==> config.mk <==
export PLATFORM = sky130hd
export DESIGN_NAME = ntt_sched
export DESIGN_NICKNAME = d
export VERILOG_FILES = /design/src/rtl/ntt_pkg.sv /design/src/rtl/rr_arbiter.sv /design/src/rtl/ntt_sched.sv
export SDC_FILE = /design/constraint.sdc
export NUM_CORES = 1
export LEC_CHECK = 0
export BUFFER_PORTS_ARGS = -buffer_cell sky130_fd_sc_hd__clkbuf_2
export CORE_ASPECT_RATIO = 0.6
export CORE_MARGIN = 8
export CORE_UTILIZATION = 30
export DETAILED_ROUTE_END_ITERATION = 10
export GPL_TIMING_DRIVEN = 0
export SLEW_MARGIN = 20
export SYNTH_ARGS = -nofsm -noshare
export SYNTH_HDL_FRONTEND = slang
export SYNTH_SLANG_ARGS = --single-unit
==> constraint.sdc <==
create_clock -name i_clk -period 3.6 [get_ports i_clk]
set_clock_uncertainty 0.1 [all_clocks]
set_input_delay 0 -clock i_clk [delete_from_list [all_inputs] [get_ports i_clk]]
set_output_delay 0 -clock i_clk [all_outputs]
set_load 0.05 [all_outputs]
==> src/rtl/ntt_pkg.sv <==
// Shared types and constants for the NTT core scheduler.
//   NTT_N         : coefficients per job
//   coef_t        : one coefficient / result word
//   sched_state_e : scheduler FSM states
//   next_idx()    : requester index increment, wrapping at the requester count
package ntt_pkg;

  localparam int unsigned NTT_N   = 256;
  localparam int unsigned COEF_W  = 32;
  localparam int unsigned MAX_REQ = 8;
  localparam int unsigned IDX_W   = 3;
  localparam int unsigned CNT_W   = 9;

  typedef logic [COEF_W-1:0] coef_t;

  typedef enum logic [2:0] {
    S_ARB,
    S_LOAD,
    S_WAIT,
    S_UNLOAD,
    S_RECOVER
  } sched_state_e;

  // Index of the requester after idx, wrapping modulo n.
  function automatic logic [IDX_W-1:0] next_idx(input logic [IDX_W-1:0] idx,
                                                input int unsigned       n);
    return (32'(idx) == (n - 1)) ? '0 : idx + IDX_W'(1);
  endfunction

endpackage

==> src/rtl/rr_arbiter.sv <==
// Combinational round-robin search: first set request at or after ptr_i,
// wrapping modulo NUM_REQ.
//   req_i   : request vector
//   ptr_i   : search start index (must be < NUM_REQ)
//   gnt_o   : one-hot grant (zero when no request)
//   idx_o   : index of the granted requester
//   valid_o : at least one request present
module rr_arbiter
  import ntt_pkg::*;
#(
  parameter int unsigned NUM_REQ = 2
) (
  input  logic [NUM_REQ-1:0] req_i,
  input  logic [IDX_W-1:0]   ptr_i,
  output logic [NUM_REQ-1:0] gnt_o,
  output logic [IDX_W-1:0]   idx_o,
  output logic               valid_o
);

  localparam int unsigned SUM_W = IDX_W + 1;

  logic [MAX_REQ-1:0] req_ext;
  logic [SUM_W-1:0]   sum;
  logic [IDX_W-1:0]   cand;

  // Walk the candidates in priority order; the first hit wins.
  always_comb begin
    req_ext = MAX_REQ'(req_i);
    idx_o   = '0;
    valid_o = 1'b0;
    sum     = '0;
    cand    = '0;
    for (int unsigned i = 0; i < NUM_REQ; i++) begin
      sum = {1'b0, ptr_i} + SUM_W'(i);
      if (sum >= SUM_W'(NUM_REQ)) begin
        sum = sum - SUM_W'(NUM_REQ);
      end
      cand = sum[IDX_W-1:0];
      if (!valid_o && req_ext[cand]) begin
        valid_o = 1'b1;
        idx_o   = cand;
      end
    end
  end

  assign gnt_o = valid_o ? (NUM_REQ'(1) << idx_o) : '0;

endmodule

==> src/rtl/ntt_sched.sv <==
// Round-robin scheduler sharing one ntt core among NUM_REQ requesters.
// A job: grant one requester, stream its 256 coefficients into the core,
// route the 256 results back to it; a watchdog resets a hung core.
//   i_req / i_req_intt       : job request and inverse flag per requester
//   i_req_valid / i_req_data : coefficient stream per requester (32 b lanes)
//   o_req_ready              : coefficient accepted, one-hot to owner
//   o_gnt                    : registered one-hot grant, held for the job
//   o_rsp_valid / o_rsp_data : result word, valid one-hot, data broadcast
//   o_busy, o_err, o_err_id  : status, watchdog pulse, owner at last error
//   o_ntt_*, i_ntt_*         : core-side handshake, data and reset pulse
module ntt_sched
  import ntt_pkg::*;
#(
  parameter int unsigned NUM_REQ = 2,
  parameter int unsigned TIMEOUT = 2048
) (
  input  logic                        i_clk,
  input  logic                        i_rst,
  input  logic [NUM_REQ-1:0]          i_req,
  input  logic [NUM_REQ-1:0]          i_req_intt,
  input  logic [NUM_REQ-1:0]          i_req_valid,
  input  logic [COEF_W*NUM_REQ-1:0]   i_req_data,
  output logic [NUM_REQ-1:0]          o_req_ready,
  output logic [NUM_REQ-1:0]          o_gnt,
  output logic [NUM_REQ-1:0]          o_rsp_valid,
  output logic [COEF_W-1:0]           o_rsp_data,
  output logic                        o_busy,
  output logic                        o_err,
  output logic [IDX_W-1:0]            o_err_id,
  output logic                        o_ntt_ready,
  output logic                        o_ntt_intt,
  output logic [COEF_W-1:0]           o_ntt_data,
  input  logic                        i_ntt_valid,
  input  logic [COEF_W-1:0]           i_ntt_data,
  output logic                        o_ntt_rst
);

  localparam int unsigned      WD_W     = $clog2(TIMEOUT + 1);
  localparam logic [WD_W-1:0]  WD_LAST  = WD_W'(TIMEOUT - 1);
  localparam logic [CNT_W-1:0] CNT_LAST = CNT_W'(NTT_N - 1);

  sched_state_e         state_q;
  logic [IDX_W-1:0]     owner_q;
  logic                 intt_q;
  logic [CNT_W-1:0]     cnt_q;
  logic [WD_W-1:0]      wdog_q;
  logic [IDX_W-1:0]     ptr_q;
  logic [NUM_REQ-1:0]   gnt_q;
  logic                 err_q;
  logic [IDX_W-1:0]     err_id_q;
  logic                 ntt_rst_q;

  logic [NUM_REQ-1:0]   arb_gnt;
  logic [IDX_W-1:0]     arb_idx;
  logic                 arb_valid;

  logic [MAX_REQ-1:0]   valid_ext;
  logic [MAX_REQ-1:0]   intt_ext;
  coef_t                owner_data;
  logic                 load_acc;
  logic                 core_word;
  logic                 wdog_expire;
  logic [IDX_W-1:0]     ptr_after_owner;

  rr_arbiter #(
    .NUM_REQ (NUM_REQ)
  ) u_arb (
    .req_i   (i_req),
    .ptr_i   (ptr_q),
    .gnt_o   (arb_gnt),
    .idx_o   (arb_idx),
    .valid_o (arb_valid)
  );

  // Owner-lane selection; widened so the 3-bit owner index always fits.
  assign valid_ext       = MAX_REQ'(i_req_valid);
  assign intt_ext        = MAX_REQ'(i_req_intt);
  assign owner_data      = coef_t'(i_req_data >> (COEF_W * 32'(owner_q)));
  assign load_acc        = (state_q == S_LOAD) && valid_ext[owner_q];
  // Core output only counts once the load is complete; earlier pulses are spurious.
  assign core_word       = ((state_q == S_WAIT) || (state_q == S_UNLOAD)) && i_ntt_valid;
  assign wdog_expire     = (wdog_q == WD_LAST);
  assign ptr_after_owner = next_idx(owner_q, NUM_REQ);

  // Scheduler FSM, counters and registered outputs.
  always_ff @(posedge i_clk or posedge i_rst) begin
    if (i_rst) begin
      state_q   <= S_ARB;
      owner_q   <= '0;
      intt_q    <= 1'b0;
      cnt_q     <= '0;
      wdog_q    <= '0;
      ptr_q     <= '0;
      gnt_q     <= '0;
      err_q     <= 1'b0;
      err_id_q  <= '0;
      ntt_rst_q <= 1'b0;
    end else begin
      err_q     <= 1'b0;
      ntt_rst_q <= 1'b0;
      case (state_q)
        S_ARB: begin
          if (arb_valid) begin
            owner_q <= arb_idx;
            intt_q  <= intt_ext[arb_idx];
            gnt_q   <= arb_gnt;
            cnt_q   <= '0;
            wdog_q  <= '0;
            state_q <= S_LOAD;
          end
        end
        S_LOAD: begin
          if (load_acc) begin
            if (cnt_q == CNT_LAST) begin
              cnt_q   <= '0;
              wdog_q  <= '0;
              state_q <= S_WAIT;
            end else begin
              cnt_q <= cnt_q + CNT_W'(1);
            end
          end
        end
        S_WAIT, S_UNLOAD: begin
          if (core_word) begin
            wdog_q <= '0;
            if (cnt_q == CNT_LAST) begin
              cnt_q   <= '0;
              gnt_q   <= '0;
              ptr_q   <= ptr_after_owner;
              state_q <= S_ARB;
            end else begin
              cnt_q   <= cnt_q + CNT_W'(1);
              state_q <= S_UNLOAD;
            end
          end else if (wdog_expire) begin
            // TIMEOUT cycles with no result word: abandon the job.
            wdog_q    <= '0;
            cnt_q     <= '0;
            err_q     <= 1'b1;
            ntt_rst_q <= 1'b1;
            err_id_q  <= owner_q;
            gnt_q     <= '0;
            ptr_q     <= ptr_after_owner;
            state_q   <= S_RECOVER;
          end else begin
            wdog_q <= wdog_q + WD_W'(1);
          end
        end
        S_RECOVER: begin
          state_q <= S_ARB;
        end
        default: begin
          state_q <= S_ARB;
        end
      endcase
    end
  end

  // Combinational data paths: load steering and zero-latency result routing.
  always_comb begin
    o_req_ready = '0;
    o_ntt_ready = 1'b0;
    o_ntt_data  = '0;
    o_rsp_valid = '0;
    o_rsp_data  = '0;
    case (state_q)
      S_LOAD: begin
        o_req_ready = NUM_REQ'(1) << owner_q;
        o_ntt_ready = valid_ext[owner_q];
        o_ntt_data  = owner_data;
      end
      S_WAIT, S_UNLOAD: begin
        if (i_ntt_valid) begin
          o_rsp_valid = NUM_REQ'(1) << owner_q;
          o_rsp_data  = i_ntt_data;
        end
      end
      default: ;
    endcase
  end

  assign o_gnt      = gnt_q;
  assign o_busy     = (state_q != S_ARB);
  assign o_err      = err_q;
  assign o_err_id   = err_id_q;
  assign o_ntt_rst  = ntt_rst_q;
  assign o_ntt_intt = (state_q != S_ARB) && intt_q;

endmodule

Word-level counts from Yosys, hierarchy flattened
Cells that the tools add are included.
- register bits after elaboration: 37
- add/sub/neg operators: 6
- magnitude comparators: 6
- equal/unequal tests: 12
- shift operators: 3
- mux-type cells: 52
- bitwise logic cells: 1
- reduce and logical (&&, ||, !) cells: 19
- operators by type and width (cell ; count):
    $mux W32 ; 3
    $shr A64 B8 Y32 ; 1
    $mux W12 ; 5
    $mux W9 ; 5
    $mux W3 ; 13
    $pmux W12 S3 ; 1
    $pmux W9 S3 ; 1
    $lt A3 B4 Y1 const B ; 4
    $mux W2 ; 8
    $reduce_and A4 Y1 ; 4
    $add A12 B1 Y12 const B ; 1
    $bmux W1 S3 ; 4
    $eq A12 B11 Y1 const B ; 1
    $mux W1 ; 10
    $add A9 B1 Y9 const B ; 1
    $eq A9 B8 Y1 const B ; 1
    $pmux W3 S3 ; 1
    $eq A3 B1 Y1 const B ; 2
    $eq A3 B2 Y1 const B ; 2
    $ne A3 B3 Y1 const B ; 2
    $reduce_and A3 Y1 ; 2
    $reduce_bool A3 Y1 ; 2
    $shl A1 B3 Y2 const A ; 2
    $sub A3 B2 Y3 const B ; 2
    other kinds (15) ; 21

Depth between registers and ports, before layout
Gate-level depths: netlist (run 1).
- word-level depth: 11
- mapped depth: 10
- mapped depth without buffers: 8

Cells and area by module
From an unflattened synthesis (run 1), not the netlist that was laid out.
- cells, all modules: 346
- area total of the unflattened synthesis: 2889.0 sq um
- modules (own cells, without submodules) (module ; instances ; cells each ; area an instance (sq um) ; seq. area each (sq um)):
    ntt_sched ; 1 ; 317 ; 2662.6 ; 925.9
    rr_arbiter ; 1 ; 29 ; 226.5 ; 0.0

Worst setup path before layout (run 1)
OpenSTA, ideal clock, no wires.
- path type: register -> register
- start point: register wdog_q[0]
- end point: register gnt_q[0] (netlist: o_gnt[0])
- library setup time: 0.125 ns
- data arrival time: 2.108 ns
- required time: 3.375 ns
- setup slack: 1.267 ns
- cell stages (with the launch flop): 8
- path buffers: 0
- period minus slack after synthesis: 2.333 ns
- cells stage by stage: dfrtp_1 ha_1 nand3_2 or4_4 nand2_4 o21ai_2 or3_4 mux2_4
- word-level cells in the longest chain between the ends: 3
- ends and longest elaborated chain (element ; RTL line ; text):
    start: declaration ; ntt_sched.sv:46 ; logic [WD_W-1:0] wdog_q;
    start signal: assignment ; ntt_sched.sv:146 ; wdog_q <= wdog_q + WD_W'(1);
    $eq A12 B11 Y1 ; ntt_sched.sv:82 ; assign wdog_expire = (wdog_q == WD_LAST);
    $ne A3 B3 Y1 (no line) ; -- ;
    $reduce_and A4 Y1 (no line) ; -- ;
    end signal: assignment ; ntt_sched.sv:106 ; gnt_q <= arb_gnt;
    end: declaration ; ntt_sched.sv:48 ; logic [NUM_REQ-1:0] gnt_q;
Every way passes these cells.
A chain may end at the register's enable or synchronous reset.

Final worst setup path (run 1)
- start point: register owner_q[0]
- end point: output port o_ntt_data[26]
- word-level cells in the longest chain between the ends: 2
- ends and longest elaborated chain (element ; RTL line ; text):
    start: declaration ; ntt_sched.sv:43 ; logic [IDX_W-1:0] owner_q;
    start signal: assignment ; ntt_sched.sv:104 ; owner_q <= arb_idx;
    $shr A64 B8 Y32 ; ntt_sched.sv:78 ; assign owner_data = coef_t'(i_req_data >> (COEF_W * 32'(owner_q)));
    $mux W32 ; ntt_sched.sv:166 ; case (state_q)
    end: declaration ; ntt_sched.sv:32 ; output logic [COEF_W-1:0] o_ntt_data,
Every way passes these cells.

==> run metrics, run 1 <==
total wire length 10.5 mm; worst min path class input port to register; core area 9670 um^2; gr ovfl total 0; Clk pwr share 39.3%; Power, Total 1.31 mW; post-layout net count 646; TNS Setup 0 ns; Vias 3248; endpoints failing setup 0; status finished clean; die area 13300 um^2; synthesized area 2920 um^2; RSZ-0062 raised after global routing false; # Post-CTS Setup Buffers 0; register bit total from synthesis 37; slew margin rel. 52.0%; Chip Height 92.5 um; Peak VDD IR 198 uV; critical path endpoint category output pin; Clock transition at path regs 0.06 ns; CTS Buffer Depth 2; fmax 382 MHz; part of the Yosys area used for sequential elements 31.7%; WL per Instance 15.7 um; WP data arrival 2.52 ns; CTS tree yes; Worst setup SP type register; CTS Buf Count 5; critical path class register to output pin; diode count 0; Sw Ratio 31.4%; Final min period 2.62 ns; pwr dens 313 nW/um^2; Comb pwr share 26.2%; DP HPWL 8.82 mm; DRC viols 0; Post-Syn Area per Cell 8.50 um^2; max incr delay on CP 0.56 ns; first-pass GRT wire length 16.6 mm; initial drt markers 215; max_cap viols 0; ys async rst share 100%; crit path cell chain clkbuf_1 > clkbuf_1 > buf_1 > mux2i_1 > nor2_1 > clkbuf_2; Final ANT Viol Nets 0; CP max stage cell buf_1; area growth from synthesis to layout 43.8%; IO Port Bufs 181; share of layout cells above drive strength 1 40.6%; switching pwr 0.413 mW; FILL cells 979; Post-synth EDFFs 0; Unique masters post-synth 62; global-route total usage across every layer 15.3%; required time of the critical path 3.50 ns; static leakage 2.36 nW; largest net degree at the start of global routing 30; syn nets 456; Initial Util 30.2%; gp weighted congestion 0.846; vias in the first global route 3326; DR vias/cell 4.85; fin crit share 72.7%; row count 28; initial antenna violation count 0; Final Hold Vio Count 0; fin. max-slew vios 0; sequential share of power 34.5%; most frequent cells in the layout clkbuf_2, nor2_1, and3_1; router iterations before antenna repair 4; CTS root buf clkbuf_16; clock sinks 37; Critical Path Fanout Max 10; most common cell after layout, fill and taps aside clkbuf_2; Yosys Warn Count 0; clock latency at the later pin of the worst-skew pair 0.28 ns; I/O pin cnt 183; die width 143 um; Most Frequent Cell on Critical Path clkbuf_1; H-tree depth 2; worst slew pin tran 0.718 ns; Synth Flop Type dfrtp_1; Cells after Synth 344; P_int 0.901 mW
-- cell type report --
type / count / area (um^2) / share of cell area [%]
Buffer: 21 / 125 / 2.98
Clock buffer: 6 / 139 / 3.30
Clock inverter: 2 / 37.5 / 0.893
Inverter: 10 / 37.5 / 0.893
Multi-Input combinational cell: 276 / 1830 / 43.6
Sequential cell: 37 / 926 / 22.0
Tap cell: 135 / 169 / 4.02
Timing Repair Buffer: 183 / 936 / 22.3
-- power by group through the flow --
stage | logic [mW] | clock network, mW | registers [mW]
6_report | 0.344 | 0.517 | 0.453
5_1_grt | 0.374 | 0.543 | 0.457
4_1_cts | 0.347 | 0.526 | 0.453
3_5_place_dp | 0.345 | 0 | 0.461
3_3_place_gp | 0.336 | 0 | 0.460
2_1_floorplan | 0.229 | 0 | 0.456
-- timing repair --
| action | CTS | global route |
|---|---|---|
| hold buffers | 1 | 0 |
| hold endpoints to repair | 37 | 0 |
| gates resized for setup | 0 | 0 |
-- critical path, delay by kind of cell (launching register included) --
kind,cells,cell delay (ns)
buffers and inverters,4,1.56
flip-flops,1,0.34
multiplexers,1,0.28
AND/OR/NAND/NOR,1,0.05
-- metrics by stage --
step           setup slack (ns)  instances  area (um^2)  utilization (%)  hold slack, ns
6_report                  0.983        670         4200             43.5          0.0515
5_1_grt                   0.773        670         4200             43.5           0.107
4_1_cts                   0.947        670         4200             43.5          0.0425
3_5_place_dp               1.01        661         4020             41.6          -0.183
3_3_place_gp               1.04        660         4000             41.3           0.334
2_1_floorplan              1.27        344         2920                -          0.0797
-- synthesized netlist by cell type, types with 2 or more instances --
master / instances / share of area [%]
nor2_1: 60 / 7.7
and3_1: 39 / 8.3
dfrtp_1: 37 / 32
mux2i_1: 35 / 12
nand2_1: 15 / 1.9
clkbuf_1: 14 / 1.8
a21oi_1: 10 / 1.7
inv_1: 10 / 1.3
nand3_1: 10 / 1.7
o21ai_0: 10 / 1.7
ha_1: 7 / 3.0
nor3_1: 7 / 1.2
nand2b_1: 6 / 1.3
a21o_1: 5 / 1.3
and2_1: 5 / 1.1
nor2b_1: 5 / 1.1
a41oi_1: 4 / 1.2
mux2_2: 4 / 1.5
o31ai_1: 4 / 1.0
a211o_1: 3 / 0.90
a22o_1: 3 / 0.90
o211a_1: 3 / 1.0
xnor2_1: 3 / 0.90
a31oi_1: 2 / 0.43
and2b_1: 2 / 0.51
buf_2: 2 / 0.34
buf_4: 2 / 0.51
nor4_1: 2 / 0.43
o21ai_1: 2 / 0.34
-- sequential cells by signal, summed over array words and instances (netlist names) --
signal     count
wdog_q        12
ptr_q          3
owner_q        3
state_q        3
o_ntt_rst      1
o_err_id       3
intt_q         1
o_gnt          2
cnt_q          9
-- routing by layer --
metal / vias to the layer above / wire length (um) / share of wire (%) / GRT usage (%)
met5: - / 0 / 0 / 0
met1: 1536 / 5170 / 49 / 21.8
met3: 4 / 570 / 5.4 / 3.65
li1: 1610 / - / - / -
met2: 98 / 4760 / 45 / 23.2
met4: 0 / 38 / 0.36 / 2.52
-- path summary, 6_finish.rpt --
check	startpoint	end	slack, ns	depth (start not counted)
min reg2reg	o_err_id[1]$_DFFE_PP0P_	o_err_id[1]$_DFFE_PP0P_	0.40	1
min	i_req_intt[1]	intt_q$_DFFE_PP0P_	0.05	5
max in group asynchronous	i_rst	state_q[1]$_DFFE_PP0P_	2.91	4
max	owner_q[0]$_DFFE_PP0P_	o_ntt_data[26]	0.98	6
max reg2reg	ptr_q[0]$_DFFE_PP0P_	o_gnt[0]$_DFFE_PP0P_	1.00	9
min in group asynchronous	i_rst	wdog_q[2]$_DFFE_PP0P_	0.07	3
-- cells by family after synthesis --
| logic type | Yosys count | synth area share, % |
|---|---|---|
| AND/OR/NAND/NOR | 165 | 29.7 |
| AO/OA/AOI/OAI | 60 | 14.8 |
| multiplexers | 40 | 14.0 |
| flip-flops | 37 | 31.7 |
| buffers and inverters | 31 | 5.56 |
| adder cells (fa/ha/maj) | 7 | 3.00 |
| XOR/XNOR | 4 | 1.20 |
(Power assumes the default switching activity.)
==> run 2, diff against run 1 <==
==> constraint.sdc (replaced) <==
create_clock -name i_clk -period 2.4 [get_ports i_clk]
set_clock_uncertainty 0.1 [all_clocks]
set_input_delay 0 -clock i_clk [delete_from_list [all_inputs] [get_ports i_clk]]
set_output_delay 0 -clock i_clk [all_outputs]
set_load 0.05 [all_outputs]
==> run metrics, run 2 (same netlist as run 1, synthesis figures left out) <==
status finished clean (unchanged); die width 143 um (unchanged); Initial Util 30.2% (unchanged); area post-placement 4020 um^2 (unchanged); share of layout cells above drive strength 1 43.5% (was 40.6%); worst slew pin tran 0.688 ns (was 0.718 ns); router iterations before antenna repair 4 (unchanged); DP HPWL 8.82 mm (unchanged); required time of the critical path 2.47 ns (was 3.50 ns); CTS tree yes (unchanged); IO Port Bufs 181 (unchanged); static leakage 2.42 nW (was 2.36 nW); clock sinks 37 (unchanged); endpoints failing setup 0 (unchanged); global-route total usage across every layer 15.5% (was 15.3%); critical path endpoint category register (was output pin); Worst Hold Depth 5 (unchanged); DR vias/cell 4.90 (was 4.85); critical path class register to register (was register to output pin); gr ovfl total 0 (unchanged); WHS 0.0516 ns (was 0.0515 ns); core area 9670 um^2 (unchanged); Comb pwr share 26.2% (about the same); Worst setup SP type register (unchanged); clock latency at the later pin of the worst-skew pair 0.28 ns (about the same); RSZ-0062 raised after global routing false (unchanged); fmax 434 MHz; Critical Path Fanout Max 7 (was 10); Clk pwr share 39.3% (about the same); switching pwr 0.626 mW (was 0.413 mW); post-route cell area 4340 um^2 (was 4200 um^2); FILL cells 971 (was 979); WP data arrival 2.37 ns (was 2.52 ns); post-layout net count 653 (was 646); biggest regs wdog_q: 12 flops, cnt_q: 9 flops (unchanged); Final Hold Vio Count 0 (unchanged); Final min period 2.31 ns; sequential standard cell area 926 um^2 (unchanged); initial drt markers 171 (was 215); H-tree depth 2 (unchanged); max FFs per register 12 (unchanged); most flop-heavy register wdog_q (unchanged); Crit. Startpoint ptr_q[0]$_DFFE_PP0P_ (was owner_q[0]$_DFFE_PP0P_); gp weighted congestion 0.846 (unchanged); vias in the first global route 3362 (was 3326); Peak VDD IR 298 uV (was 198 uV); Sw Ratio 31.6% (was 31.4%); setup slack, reg-to-reg 0.09 ns (was 1.00 ns); Final ANT Viol Nets 0 (unchanged); fin. max-slew vios 0 (unchanged); r2r worst-path depth 8 (was 9); DRC viols 0 (unchanged); Vias 3319 (was 3248); most frequent cells in the layout clkbuf_2, nor2_1, and3_1 (unchanged); slew margin rel. 54.1% (was 52.0%); worst reg2reg startpoint ptr_q[0]$_DFFE_PP0P_ (unchanged); sequential share of power 34.5% (about the same); area growth from synthesis to layout 48.3% (was 43.8%); diode count 0 (unchanged); Power, Total 1.98 mW (was 1.31 mW); I/O pin cnt 183 (unchanged); worst min path class input port to register (unchanged); max_cap viols 0 (unchanged); first-pass GRT wire length 16.8 mm (was 16.6 mm); most common cell after layout, fill and taps aside clkbuf_2 (unchanged); CTS Buffer Depth 2 (unchanged); WL per Instance 15.9 um (was 15.7 um); largest net degree at the start of global routing 30 (unchanged); CTS root buf clkbuf_16 (unchanged); fin crit share 96.0%; pwr dens 457 nW/um^2 (was 313 nW/um^2); CP endpoint o_gnt[0]$_DFFE_PP0P_ (was o_ntt_data[26]); area taken by multi-input logic gates 1890 um^2 (was 1830 um^2); total wire length 10.7 mm (was 10.5 mm); Chip Height 92.5 um (unchanged); die area 13300 um^2 (unchanged); CTS Buf Count 5 (unchanged); initial antenna violation count 0 (unchanged); row count 28 (unchanged); Critical R2R Capture o_gnt[0]$_DFFE_PP0P_ (unchanged); P_int 1.35 mW (was 0.901 mW); Clock transition at path regs 0.06 ns (about the same)
-- run 2: stage by stage --
step,util [%],std cells,worst slack (ns),TNS [ns]
global placement,41.3,660,-0.164,-0.829
floorplan,-,344,0.0670,0
finish,44.8,677,0.0950,0
global route,44.8,677,0.00164,0
CTS,44.1,675,0.00701,0
detailed placement,41.6,661,-0.187,-1.82
-- run 2: area by class of cell --
cell class                      instances  share of cell area [%]
Tap cell                              135                    3.90
Clock buffer                            6                    3.20
Sequential cell                        37                    21.4
Clock inverter                          2                   0.866
Multi-Input combinational cell        276                    43.7
Inverter                               10                   0.866
Buffer                                 20                    3.06
Timing Repair Buffer                  191                    23.1
-- run 2: what timing repair did --
item,in CTS,in global routing
hold endpoints to repair,37,0
setup endpoints to repair,32,24
hold buffers,1,0
pin swaps,3,3
setup buffers,5,3
gates resized for setup,7,12
-- run 2: how the worst min path moves through the flow --
stage                             start                     to  slack (ns)
after floorplan                   i_rst   cnt_q[0]$_DFFE_PP0P_        0.08
after global routing              i_rst  wdog_q[2]$_DFFE_PP0P_        0.11
after CTS                 i_req_intt[1]     intt_q$_DFFE_PP0P_        0.04
after detailed placement          i_rst  wdog_q[2]$_DFFE_PP0P_       -0.18
final                     i_req_intt[1]     intt_q$_DFFE_PP0P_        0.05
after global placement    i_req_intt[1]     intt_q$_DFFE_PP0P_        0.33
-- run 2: power by group through the flow --
stage | Clock, mW | Sequential (mW) | Combinational, mW
6_report | 0.778 | 0.683 | 0.519
5_1_grt | 0.814 | 0.687 | 0.562
4_1_cts | 0.789 | 0.680 | 0.522
3_5_place_dp | 0 | 0.691 | 0.517
3_3_place_gp | 0 | 0.690 | 0.504
2_1_floorplan | 0 | 0.684 | 0.343
-- run 2: layer usage --
metal / vias up / wire [um] / global-route usage [%]
met1: 1568 / 5080 / 22.1
li1: 1623 / - / -
met3: 10 / 687 / 3.65
met5: - / 0 / 0
met4: 0 / 85 / 3.13
met2: 118 / 4890 / 23.5
-- run 2: worst max-delay path: stages (launching register included) --
cell and delay (ns):
dfrtp_1 0.40, buf_4 0.14, ha_1 0.19, a21o_1 0.19
a211oi_4 0.23, buf_6 0.16, o31ai_1 0.08, or3_4 0.39
mux2_4 0.30
